==> config.mk <==
export PLATFORM = sky130hd
export DESIGN_NAME = ysyx_24100005_lsu
export DESIGN_NICKNAME = d
export VERILOG_FILES = /design/src/rtl/ysyx_24100005_lsu.sv
export SDC_FILE = /design/constraint.sdc
export NUM_CORES = 1
export LEC_CHECK = 0
export CAP_MARGIN = 20
export CELL_PAD_IN_SITES_DETAIL_PLACEMENT = 1
export CELL_PAD_IN_SITES_GLOBAL_PLACEMENT = 1
export CORE_MARGIN = 2
export CORE_UTILIZATION = 33
export CTS_CLUSTER_DIAMETER = 200
export DETAILED_ROUTE_END_ITERATION = 7
export GPL_TIMING_DRIVEN = 0
export PLACE_DENSITY = 0.79
export SLEW_MARGIN = 0
export SYNTH_ARGS = -nofsm -noshare
export SYNTH_HDL_FRONTEND = slang
export SYNTH_SLANG_ARGS = --single-unit
==> constraint.sdc <==
create_clock -name clk -period 4 [get_ports clk]
set_clock_uncertainty 0.1 [all_clocks]
set_input_delay 0.6 -clock clk [delete_from_list [all_inputs] [get_ports clk]]
set_output_delay 0.6 -clock clk [all_outputs]
set_load 0.03 [all_outputs]
==> src/rtl/ysyx_24100005_lsu.sv <==
// rtl/ysyx_24100005_lsu.sv - load/store unit: address gen, alignment check, lane steering, memory handshake
// One access in flight at a time; every accepted instruction yields exactly one out_valid pulse.
module ysyx_24100005_lsu #(
  parameter int unsigned TIMEOUT_CYCLES = 255
) (
  input  logic        clk,
  input  logic        rst,
  input  logic        in_valid,
  output logic        in_ready,
  input  logic [6:0]  opcode,
  input  logic [2:0]  funct3,
  input  logic [31:0] rs1_val,
  input  logic [31:0] rs2_val,
  input  logic [31:0] imm,
  output logic        mem_req,
  output logic        mem_wen,
  output logic [31:0] mem_addr,
  output logic [31:0] mem_wdata,
  output logic [3:0]  mem_wstrb,
  input  logic        mem_gnt,
  input  logic        mem_rvalid,
  input  logic [31:0] mem_rdata,
  output logic        out_valid,
  output logic [31:0] out_data,
  output logic [1:0]  out_err
);

  localparam logic [1:0]  S_IDLE   = 2'd0;
  localparam logic [1:0]  S_REQ    = 2'd1;
  localparam logic [1:0]  S_WAIT   = 2'd2;
  localparam logic [1:0]  S_RESP   = 2'd3;
  localparam logic [6:0]  OP_LOAD  = 7'b0000011;
  localparam logic [6:0]  OP_STORE = 7'b0100011;
  localparam logic [15:0] TO_LIMIT = 16'(TIMEOUT_CYCLES);

  logic [1:0]  state_q, state_d;
  logic [15:0] cnt_q, cnt_d;
  logic [2:0]  funct3_q, funct3_d;
  logic [1:0]  ea_lo_q, ea_lo_d;
  logic        is_store_q, is_store_d;
  logic        mem_req_q, mem_req_d;
  logic        mem_wen_q, mem_wen_d;
  logic [31:0] mem_addr_q, mem_addr_d;
  logic [31:0] mem_wdata_q, mem_wdata_d;
  logic [3:0]  mem_wstrb_q, mem_wstrb_d;
  logic        out_valid_q, out_valid_d;
  logic [31:0] out_data_q, out_data_d;
  logic [1:0]  out_err_q, out_err_d;

  logic [31:0] ea;
  logic        is_load, is_store, f3_ok, misal, acc_err;
  logic [31:0] st_wdata;
  logic [3:0]  st_wstrb;
  logic [7:0]  ld_byte;
  logic [15:0] ld_half;
  logic [31:0] ld_data;
  logic [15:0] cnt_inc;
  logic        timed_out;

  assign in_ready = (state_q == S_IDLE) & rst;
  assign ea       = rs1_val + imm;
  assign is_load  = (opcode == OP_LOAD);
  assign is_store = (opcode == OP_STORE);

  always_comb begin
    case (funct3)
      3'b000, 3'b001, 3'b010: f3_ok = 1'b1;
      3'b100, 3'b101:         f3_ok = is_load;
      default:                f3_ok = 1'b0;
    endcase
  end

  assign misal   = ((funct3[1:0] == 2'b01) & ea[0]) |
                   ((funct3[1:0] == 2'b10) & (ea[1:0] != 2'b00));
  assign acc_err = (is_load | is_store) & (~f3_ok | misal);

  // Store data is replicated across lanes so the strobe alone selects the bytes.
  always_comb begin
    case (funct3[1:0])
      2'b00: begin
        st_wdata = {4{rs2_val[7:0]}};
        st_wstrb = 4'b0001 << ea[1:0];
      end
      2'b01: begin
        st_wdata = {2{rs2_val[15:0]}};
        st_wstrb = 4'b0011 << ea[1:0];
      end
      default: begin
        st_wdata = rs2_val;
        st_wstrb = 4'b1111;
      end
    endcase
  end

  assign ld_byte = mem_rdata[{ea_lo_q, 3'b000} +: 8];
  assign ld_half = mem_rdata[{ea_lo_q[1], 4'b0000} +: 16];

  always_comb begin
    case (funct3_q)
      3'b000:  ld_data = {{24{ld_byte[7]}}, ld_byte};
      3'b001:  ld_data = {{16{ld_half[15]}}, ld_half};
      3'b100:  ld_data = {24'h0, ld_byte};
      3'b101:  ld_data = {16'h0, ld_half};
      default: ld_data = mem_rdata;
    endcase
  end

  assign cnt_inc   = cnt_q + 16'd1;
  assign timed_out = (cnt_inc == TO_LIMIT);

  always_comb begin
    state_d     = state_q;
    cnt_d       = cnt_q;
    funct3_d    = funct3_q;
    ea_lo_d     = ea_lo_q;
    is_store_d  = is_store_q;
    mem_req_d   = mem_req_q;
    mem_wen_d   = mem_wen_q;
    mem_addr_d  = mem_addr_q;
    mem_wdata_d = mem_wdata_q;
    mem_wstrb_d = mem_wstrb_q;
    out_valid_d = 1'b0;
    out_data_d  = 32'h0;
    out_err_d   = 2'b00;
    case (state_q)
      S_IDLE: begin
        if (in_valid & in_ready) begin
          cnt_d      = 16'h0;
          funct3_d   = funct3;
          ea_lo_d    = ea[1:0];
          is_store_d = is_store;
          if ((is_load | is_store) & ~acc_err) begin
            state_d     = S_REQ;
            mem_req_d   = 1'b1;
            mem_wen_d   = is_store;
            mem_addr_d  = {ea[31:2], 2'b00};
            mem_wdata_d = is_store ? st_wdata : 32'h0;
            mem_wstrb_d = is_store ? st_wstrb : 4'b0000;
          end else begin
            state_d     = S_RESP;
            out_valid_d = 1'b1;
            out_err_d   = {1'b0, acc_err};
          end
        end
      end
      S_REQ, S_WAIT: begin
        cnt_d = cnt_inc;
        // Completion in the final allowed cycle takes precedence over the timeout.
        if (mem_rvalid & (mem_gnt | (state_q == S_WAIT))) begin
          state_d     = S_RESP;
          mem_req_d   = 1'b0;
          out_valid_d = 1'b1;
          out_data_d  = is_store_q ? 32'h0 : ld_data;
        end else if (timed_out) begin
          state_d     = S_RESP;
          mem_req_d   = 1'b0;
          out_valid_d = 1'b1;
          out_err_d   = 2'b10;
        end else if ((state_q == S_REQ) & mem_gnt) begin
          state_d   = S_WAIT;
          mem_req_d = 1'b0;
        end
      end
      default: state_d = S_IDLE;
    endcase
  end

  always_ff @(posedge clk) begin
    if (!rst) begin
      state_q     <= S_IDLE;
      cnt_q       <= 16'h0;
      funct3_q    <= 3'b000;
      ea_lo_q     <= 2'b00;
      is_store_q  <= 1'b0;
      mem_req_q   <= 1'b0;
      mem_wen_q   <= 1'b0;
      mem_addr_q  <= 32'h0;
      mem_wdata_q <= 32'h0;
      mem_wstrb_q <= 4'b0000;
      out_valid_q <= 1'b0;
      out_data_q  <= 32'h0;
      out_err_q   <= 2'b00;
    end else begin
      state_q     <= state_d;
      cnt_q       <= cnt_d;
      funct3_q    <= funct3_d;
      ea_lo_q     <= ea_lo_d;
      is_store_q  <= is_store_d;
      mem_req_q   <= mem_req_d;
      mem_wen_q   <= mem_wen_d;
      mem_addr_q  <= mem_addr_d;
      mem_wdata_q <= mem_wdata_d;
      mem_wstrb_q <= mem_wstrb_d;
      out_valid_q <= out_valid_d;
      out_data_q  <= out_data_d;
      out_err_q   <= out_err_d;
    end
  end

  assign mem_req   = mem_req_q;
  assign mem_wen   = mem_wen_q;
  assign mem_addr  = mem_addr_q;
  assign mem_wdata = mem_wdata_q;
  assign mem_wstrb = mem_wstrb_q;
  assign out_valid = out_valid_q;
  assign out_data  = out_data_q;
  assign out_err   = out_err_q;

endmodule

==> flow_summary.toml <==
[status]
status = "finished, final reports clean"

[worst_setup_path]
r2r_cells = 10
required_ns = 4.25
reg2reg_to = "state_q[1]$_SDFFE_PN0P_"
rr_startpoint = "cnt_q[1]$_SDFFE_PN0P_"
path_class = "in -> reg"
crit_fanout = 10
crit_path_start_kind = "primary input"
r2r_setup_slack_ns = 0.75
worst-endpoint-arrival_ns = 3.88
critPathCaptureType = "flip-flop"

[cells_and_area]
drive_gt1_share_pct = 6.481
fin_util_pct = 49.38
syn2layout_area_growth_pct = 46.96
n_fill_cell = 2659
nNetsFinal = 1387
num_antenna_cells = 0

[clocking]
clock-sinks = 127
clk_pin_slew_worst_paths_ns = 0.07
hold_buffers = 0
cts_tree = "done"
cts_made_buffers = 17
htree_levels = 4
cts_root_buf = "clkbuf_16"
clk_latency_ns = 0.43
cts_buffer_depth = 2

[sta]
holdWs_ns = 0.3544
fin_tns_setup_ns = 0
fmax_mhz = 275.6
period_share_pct = 90.72
worst_pin_slew_ns = 0.9443
hold_viol_final = 0
setup_viol = 0
rsz0062_at_grt = "no"
period_minus_slack_ns = 3.629
max_slew_margin_pct = 36.16
slew_violations = 0

[pwr]
ir_drop_mv = 0.2930
power-per-cell-area_nw_per_um2 = 393.3
power.switching_uw = 1411
clkPwrFrac_pct = 38.9
leakage_uw = 0.003886
p_comb_share_pct = 29.1
power.internal_uw = 2814
swShare_pct = 33.40
seqPwrFrac_pct = 32.0

[grt]
grt_pass1_wl_microns = 45090
met2_usage_pct = 42.30
busiest_layer = "met2"
grt.overflow.total = 0
use_met1_pct = 29.55
antenna_found_initial = 0
track_usage_pct = 24.05
grt_max_degree = 17
met3_usage_pct = 5.642
grt_pass1_vias = 8300

[floorplanning]
die_h_microns = 152.8
start_util_pct = 33.60
pin_count = 249
dieArea_sq_um = 23360
die_width_microns = 152.8
num_rows = 54
core_sq_um = 21760

[detailed_routing]
routed_wl_microns = 28700
vias = 8092
drtIter0Drc = 325
dr.pass1.iters = 4
viasPerCell = 5.398
wl_per_cell_microns = 19.14
drcViolationCount = 0
antenna_left = 0

[synth]
synthFlopType = "dfxtp_1"
yosys.cell_count.top_type = "nand2_1"
yosysWarningCount = 0
syn_inst = 941
avgSynthCellArea_sq_um = 7.769
synth_commonest_cells = "nand2_1 (169), dfxtp_1 (127), a21oi_1 (117)"
synth.distinct_cells = 66
yosysSeqAreaShare_pct = 34.78
synth_edf_count = 0
synth_largest_area_cell = "dfxtp_1"
synth_area_leaders = "dfxtp_1 (35%), nand2_1 (8.7%), a21oi_1 (8.0%)"
syn_area_sq_um = 7311
async_flop_share_pct = 0
ys_ff_latch = 127
synth_top_cell_area_share_pct = 34.78

[placed_design]
dp_hpwl_microns = 22150
io_buffers = 244
gp_congestion = 0.8550

[flow_run]
cap_violations = 0

[min_path]
whs_endpoint = "mem_wdata[29]$_SDFFE_PN0P_"
hold_path_class = "reg -> reg"
hold-path-cell-count = 2
hold_path.startpoint = "mem_wdata[29]$_SDFFE_PN0P_"
registers in the layout, indices dropped and copies added, names as in the netlist, 2 cells and up:
| register | cells |
|---|---|
| funct3_q | 3 |
| out_data | 32 |
| ea_lo_q | 2 |
| state_q | 2 |
| cnt_q | 16 |
| mem_wstrb | 4 |
| out_err | 2 |
| mem_wdata | 32 |
| mem_addr | 30 |
cell type report:
cell class | instances | area [sq um] | area share (%)
multi-input combinational | 735 | 4477 | 41.67
inverter | 19 | 71.32 | 0.6638
clock buffer | 18 | 439.2 | 4.088
timing repair buffer | 245 | 2446 | 22.77
clock inverter | 14 | 177.7 | 1.654
buffer | 61 | 240.2 | 2.236
tap | 280 | 350.3 | 3.261
sequential | 127 | 2542 | 23.66
power groups by stage:
stage | Combinational (uW) | Sequential [uW] | Clock (uW)
after global routing | 1340 | 1360 | 1720
final | 1230 | 1350 | 1650
after CTS | 1220 | 1350 | 1660
after detailed placement | 1210 | 1380 | 0
after floorplan | 678 | 1440 | 0
after global placement | 1190 | 1380 | 0
critical path, cell delays in order:
cell and delay (ns):
clkdlybuf4s50_1 0.49, ha_1 0.22, fa_1 0.57, o41ai_2 0.51, nand2_1 0.26, nor2_4 0.33
clkbuf_1 0.48, o211ai_1 0.20, a21oi_1 0.21
cells in the final DEF (no fill, tap or decap), types with 4 or more instances in the layout:
cell type,Yosys,routed
inv_6,0,5
a41oi_1,4,4
xnor2_1,13,13
a221oi_1,7,7
dfxtp_1,127,127
clkinvlp_4,0,4
clkdlybuf4s50_1,0,244
nor2_1,63,62
clkbuf_1,53,52
inv_1,19,19
nand3_1,52,52
nor2b_1,4,4
a211oi_1,10,10
mux2_2,18,18
or3_1,5,5
o211ai_1,10,10
mux2i_1,11,11
a311oi_1,5,5
nand2_1,169,169
xor2_1,16,16
nor4_1,4,4
o21ai_0,54,54
and2_1,4,4
nand4_1,7,7
a21o_1,17,17
nand2b_1,7,7
and3_1,8,8
buf_1,4,5
a32oi_1,7,7
a21oi_1,117,117
ha_1,37,37
a31oi_1,7,7
o21a_1,7,7
clkbuf_16,0,17
nor3_1,9,9
o221a_2,7,7
timing repair:
item / CTS / global route
buffers inserted: 0 / 0
setup endpoints to repair: 52 / 57
endpoints found under the hold margin: 0 / 0
gates resized for setup: 2 / 2
through the flow:
stage	power [uW]	instances	cell area [sq um]	setup WS, ns
detailed placement	2589	1467	10110	-0.6948
finish	4226	1499	10740	0.3714
global route	4418	1499	10740	0.1185
global placement	2562	1466	10110	-0.5649
floorplan	2121	942	7315	0.9433
CTS	4236	1499	10730	0.05687
worst max-delay path by stage:
stage                                            end        from  slack [ns]
after floorplan            mem_wstrb[0]$_SDFFE_PN0P_  rs1_val[0]        0.94
after global placement     mem_addr[20]$_SDFFE_PN0P_  rs1_val[0]       -0.56
after detailed placement  mem_wdata[24]$_SDFFE_PN0P_      imm[0]       -0.69
after CTS                  mem_wstrb[3]$_SDFFE_PN0P_      imm[0]        0.06
after global routing       mem_addr[27]$_SDFFE_PN0P_      imm[0]        0.12
final                      mem_wstrb[3]$_SDFFE_PN0P_      imm[0]        0.37
routing by layer:
layer  vias up  wire length (microns)
met5         -                      0
met4         0                    462
met3        35                   1544
met2       233                  14170
met1      3925                  12520
li1       3899                      -
cells by family (layout without fill, tap and decap cells):
kind of cell             count (synthesis)  in the layout  synth area share (%)
flip-flops                             127            127                 34.78
adder cells (fa/ha/maj)                 38             38                 6.606
AND/OR/NAND/NOR                        351            351                 21.68
XOR/XNOR                                29             29                 3.474
AO/OA/AOI/OAI                          286            286                 24.88
multiplexers                            29             29                 4.279
other                                    1              2               0.05129
buffers and inverters                   80            357                 4.244
No activity file was read; power rests on OpenSTA's default activity.
